<file path="config.mk">
export PLATFORM = sky130hd
export DESIGN_NAME = concat_byte_packer
export DESIGN_NICKNAME = d
export VERILOG_FILES = /design/src/rtl/concat_byte_packer.sv
export SDC_FILE = /design/constraint.sdc
export NUM_CORES = 1
export LEC_CHECK = 0
export ABC_AREA = 1
export CORE_ASPECT_RATIO = 0.6
export CORE_MARGIN = 4
export CORE_UTILIZATION = 33
export CTS_BUF_LIST = sky130_fd_sc_hd__clkbuf_4
export DETAILED_ROUTE_END_ITERATION = 6
export SYNTH_ARGS = -nofsm -noshare
export SYNTH_HDL_FRONTEND = slang
export SYNTH_SLANG_ARGS = --single-unit
</file>
<file path="constraint.sdc">
create_clock -name clk -period 5.05 [get_ports clk]
set_input_delay 1.01 -clock clk [delete_from_list [all_inputs] [get_ports clk]]
set_output_delay 1.01 -clock clk [all_outputs]
set_load 0.005 [all_outputs]
</file>
<file path="src/rtl/concat_byte_packer.sv">
// rtl/concat_byte_packer.sv - packs 9-bit {A,B,C} records MSB-first into a byte stream with zero-padded flush
module concat_byte_packer #(
  parameter int CNT_W = 16
) (
  input  logic             clk,
  input  logic             rst_n,
  input  logic             in_valid,
  output logic             in_ready,
  input  logic [1:0]       in_a,
  input  logic [2:0]       in_b,
  input  logic [3:0]       in_c,
  input  logic             flush,
  output logic             out_valid,
  input  logic             out_ready,
  output logic [7:0]       out_data,
  output logic             out_last,
  output logic [CNT_W-1:0] rec_count,
  output logic [CNT_W-1:0] byte_count
);

  // Left-aligned bit buffer: valid bits live in [15:16-fill], everything below is always 0,
  // which is what makes the flush padding free.
  logic [15:0] buf_q;
  logic [4:0]  fill;
  logic        flush_pending;

  logic [8:0]  rec;
  logic [15:0] rec_ext;
  logic [2:0]  push_shift;
  logic        push;
  logic        pop;

  assign rec     = {in_a, in_b, in_c};
  assign rec_ext = {7'd0, rec};

  // A push only happens with fill <= 7, so fill[2:0] alone gives the alignment shift.
  assign push_shift = 3'd7 - fill[2:0];

  // Handshake flags depend on registered state only; in_ready never looks at out_ready.
  assign in_ready  = (fill <= 5'd7) && !flush_pending;
  assign out_valid = (fill >= 5'd8) || (flush_pending && (fill != 5'd0));
  assign out_data  = buf_q[15:8];
  assign out_last  = out_valid && flush_pending && (fill <= 5'd8);

  assign push = in_valid && in_ready;
  assign pop  = out_valid && out_ready;

  // Buffer, fill level and counters: push and pop can never coincide, so one if/else covers both.
  always_ff @(posedge clk or negedge rst_n) begin
    if (!rst_n) begin
      buf_q      <= 16'd0;
      fill       <= 5'd0;
      rec_count  <= '0;
      byte_count <= '0;
    end else if (push) begin
      buf_q     <= buf_q | (rec_ext << push_shift);
      fill      <= fill + 5'd9;
      rec_count <= rec_count + 1'b1;
    end else if (pop) begin
      buf_q      <= buf_q << 8;
      fill       <= (fill >= 5'd8) ? (fill - 5'd8) : 5'd0;
      byte_count <= byte_count + 1'b1;
    end
  end

  // Flush request: clears once an empty buffer is seen; a repeat request while pending is ignored.
  always_ff @(posedge clk or negedge rst_n) begin
    if (!rst_n) begin
      flush_pending <= 1'b0;
    end else if (flush_pending && (fill == 5'd0)) begin
      flush_pending <= 1'b0;
    end else if (flush) begin
      flush_pending <= 1'b1;
    end
  end

endmodule
</file>
==> metrics <==
Placed Cells=625; Starting Density=0.339; Avg Inst Size Synth=7.32 sq um; LEAKAGE=roughly 1.9 nW; VDD IR max=between 200 and 250 uV; pin count of the biggest net entering global routing=55; PortBufs=56; total grt overflow=0; I/O pins=57; Antenna Nets Post-Route=0; Total GRT Usage=0.147; kind of critical path=reg -> out; synthesized instance count=458; share of cells above drive strength 1=0.0422; status=complete, no violations; Max Buffers Root-to-Sink=2; Syn. warnings=0; Final Hold Fails=0; power per cell area=422 mW/mm^2; drt total wl=8.51 mm; PnR worst setup slack=1.24 ns; TritonCTS Buffers=5; CTS tree=built; Clock Latency Late Sink=0.39 ns; vias in the first global route=between 2k and 3k; Tcrit/Tclk final=0.754; Yosys reg bits=54; initial antenna violation count=0; first-pass GRT wire length=about 14 mm; Slew @ Worst Pin=~0.70 ns; GP Congestion=between 0.9 and 1; DIE AREA=0.0119 sq mm; Unique masters post-synth=31; vias=3015; setup bufs post-CTS=0; Area after DPL=0.00391 sq mm; first drt pass iteration count=4; Root Driver=clkbuf_4; core area=0.00988 sq mm; cts hold-fix bufs=0; top-area cell type share of the netlist area=0.403; ant diodes=0; DR WL/cell=13.4 um; crit-path cells=clkinv_1, ha_1, nand2_1, nor2_1, nor2_1, nand2_1, clkdlybuf4s50_1; Finished Layout Cells=about 630; final core occ=0.404; Post-CTS Resized=0; area leader, netlist=dfrtp_1; Rows=28; Layout Skew=0.0154 ns; Seq/Total Area, Yosys=0.403; Max Transition Viols Final=0; CP Capture Type=primary output; DR vias/cell=4.76; beginning of the critical path=fill[0]; Synth Net Count=479; Worst Hold Margin=0.514 ns; Die Ht=86.1 um; Slowest cell on crit path=dfrtp_1; f_max=0.262 GHz; P&R area growth vs syn=19.2%; Num Clock Sinks=54; R2R Path Start=fill[0]; peak per-stage delay on the critical path=0.71 ns; critical-path maximum fanout=18; pre-CTS setup slack=between 1.5 and 2 ns; Reg clk slew, reported paths=0.18 ns; CP Launch Type=flip-flop; max_cap viols=0; NumNets Final=a little over 500; final worst path period need=3.81 ns; worst hold path class=reg -> reg; final setup fails=0; fillers=between 1k and 1.5k; hold path startpoint=buf_q[6]; drt first-iter violations=235; Required @ worst endpoint=4.04 ns; Max-slew headroom=0.534; DRC errors left=0; Synth Cell Area=0.00335 sq mm; RSZ-0062 raised after global routing=no; setup TNS=0 ns; ranking of synthesized cells by area=dfrtp_1 (40%), nand2_1 (19%), nand3_1 (8.4%); Die X-Extent=138 um; H-tree depth=2; Pwr Total=between 1.5 and 2 mW; fin area=0.00400 sq mm; Detailed Place HPWL=6.35 mm; Worst Path Arrival=2.80 ns
==> worst max-delay path: cells and delay by family (launching register included) <==
family	cells	cell delay, ns
buffers and inverters	2	0.83
flip-flops	1	0.71
adder cells (fa/ha/maj)	1	0.31
AND/OR/NAND/NOR	4	0.56
==> flip-flops by register name (all words and copies together), names as in the netlist <==
name,count
rec_count,16
fill,5
byte_count,16
buf_q,16
flush_pending,1
==> logic make-up (layout without fill, tap and decap cells) <==
group                    Yosys count  after routing  share of synthesized area
AO/OA/AOI/OAI                     28             28                     0.0497
AND/OR/NAND/NOR                  282            282                      0.355
adder cells (fa/ha/maj)            7              7                     0.0261
buffers and inverters             57             97                     0.0877
flip-flops                        54             54                      0.403
XOR/XNOR                          30             30                     0.0784
==> power breakdown <==
part,total (mW),switching (mW),internal (mW)
clock network,0.264,0.157,0.108
registers,0.667,0.139,0.527
logic,0.754,0.419,0.335
==> cells in the final DEF (no fill, tap or decap) <==
| cell type | count |
|---|---|
| clkdlybuf4s50_1 | 55 |
| ha_1 | 7 |
| o21ai_1 | 8 |
| clkinv_1 | 1 |
| dfrtp_1 | 54 |
| o21ai_0 | 11 |
| clkinvlp_4 | 1 |
| inv_1 | 29 |
| nand3_1 | 56 |
| o21bai_1 | 1 |
| nand3b_1 | 1 |
| nand2_1 | 171 |
| a21oi_1 | 2 |
| bufinv_16 | 1 |
| xor2_1 | 22 |
| buf_4 | 1 |
| a21o_1 | 1 |
| nor3_1 | 5 |
| or2_2 | 2 |
| inv_2 | 2 |
| nand2_2 | 4 |
| inv_8 | 1 |
| xnor2_1 | 8 |
| buf_2 | 1 |
| nor2_1 | 36 |
| clkbuf_4 | 5 |
| a21boi_0 | 1 |
| nand3_4 | 1 |
| nand4_2 | 1 |
| a21oi_4 | 1 |
| o211ai_1 | 2 |
| o31ai_1 | 1 |
| nand4_1 | 5 |
==> synth_stat cells <==
cell type,number
nand4_1,5
ha_1,7
xnor2_1,8
xor2_1,22
nand2_2,4
a21boi_0,1
clkinv_1,1
o31ai_1,1
o21ai_0,11
inv_1,29
nor3_1,5
o21bai_1,1
buf_4,11
a21oi_4,1
inv_2,2
dfrtp_1,54
clkbuf_1,3
a21oi_1,2
a21o_1,1
or2_2,2
buf_6,4
clkbuf_2,1
nor2_1,36
nand3_1,56
nand2_1,171
nand3_4,1
nand3b_1,1
nand4_2,1
o21ai_1,8
buf_2,6
o211ai_1,2
==> per-layer routing <==
layer	wire (um)	GRT usage	vias to the layer above	share of wire
li1	-	-	1523	-
met1	4610	0.226	1397	0.54
met2	3280	0.203	93	0.39
met3	596	0.0446	2	0.070
met4	21	0.0278	0	0.0025
met5	0	0	-	0
==> worst paths after layout <==
path	to	depth (start not counted)	slack, ns
setup / recovery	out_valid	7	1.24
min in group asynchronous	rec_count[4]	2	0.72
setup reg to reg	byte_count[13]	10	1.97
max in group asynchronous	buf_q[15]	2	3.86
hold reg to reg	buf_q[6]	2	0.51
hold / removal	buf_q[6]	2	0.51
==> final cells by class <==
cell class | instances | area [sq um] | share of cell area
flip-flops and latches | 54 | 1350 | 0.338
inverters | 32 | 120 | 0.0301
repair buffers | 57 | 563 | 0.141
well taps | 135 | 169 | 0.0423
clock buffers | 5 | 37.5 | 0.00940
multi-input cells | 347 | 1710 | 0.427
clock inverters | 3 | 48.8 | 0.0122
Note: power is estimated with default switching activity, not from simulation.
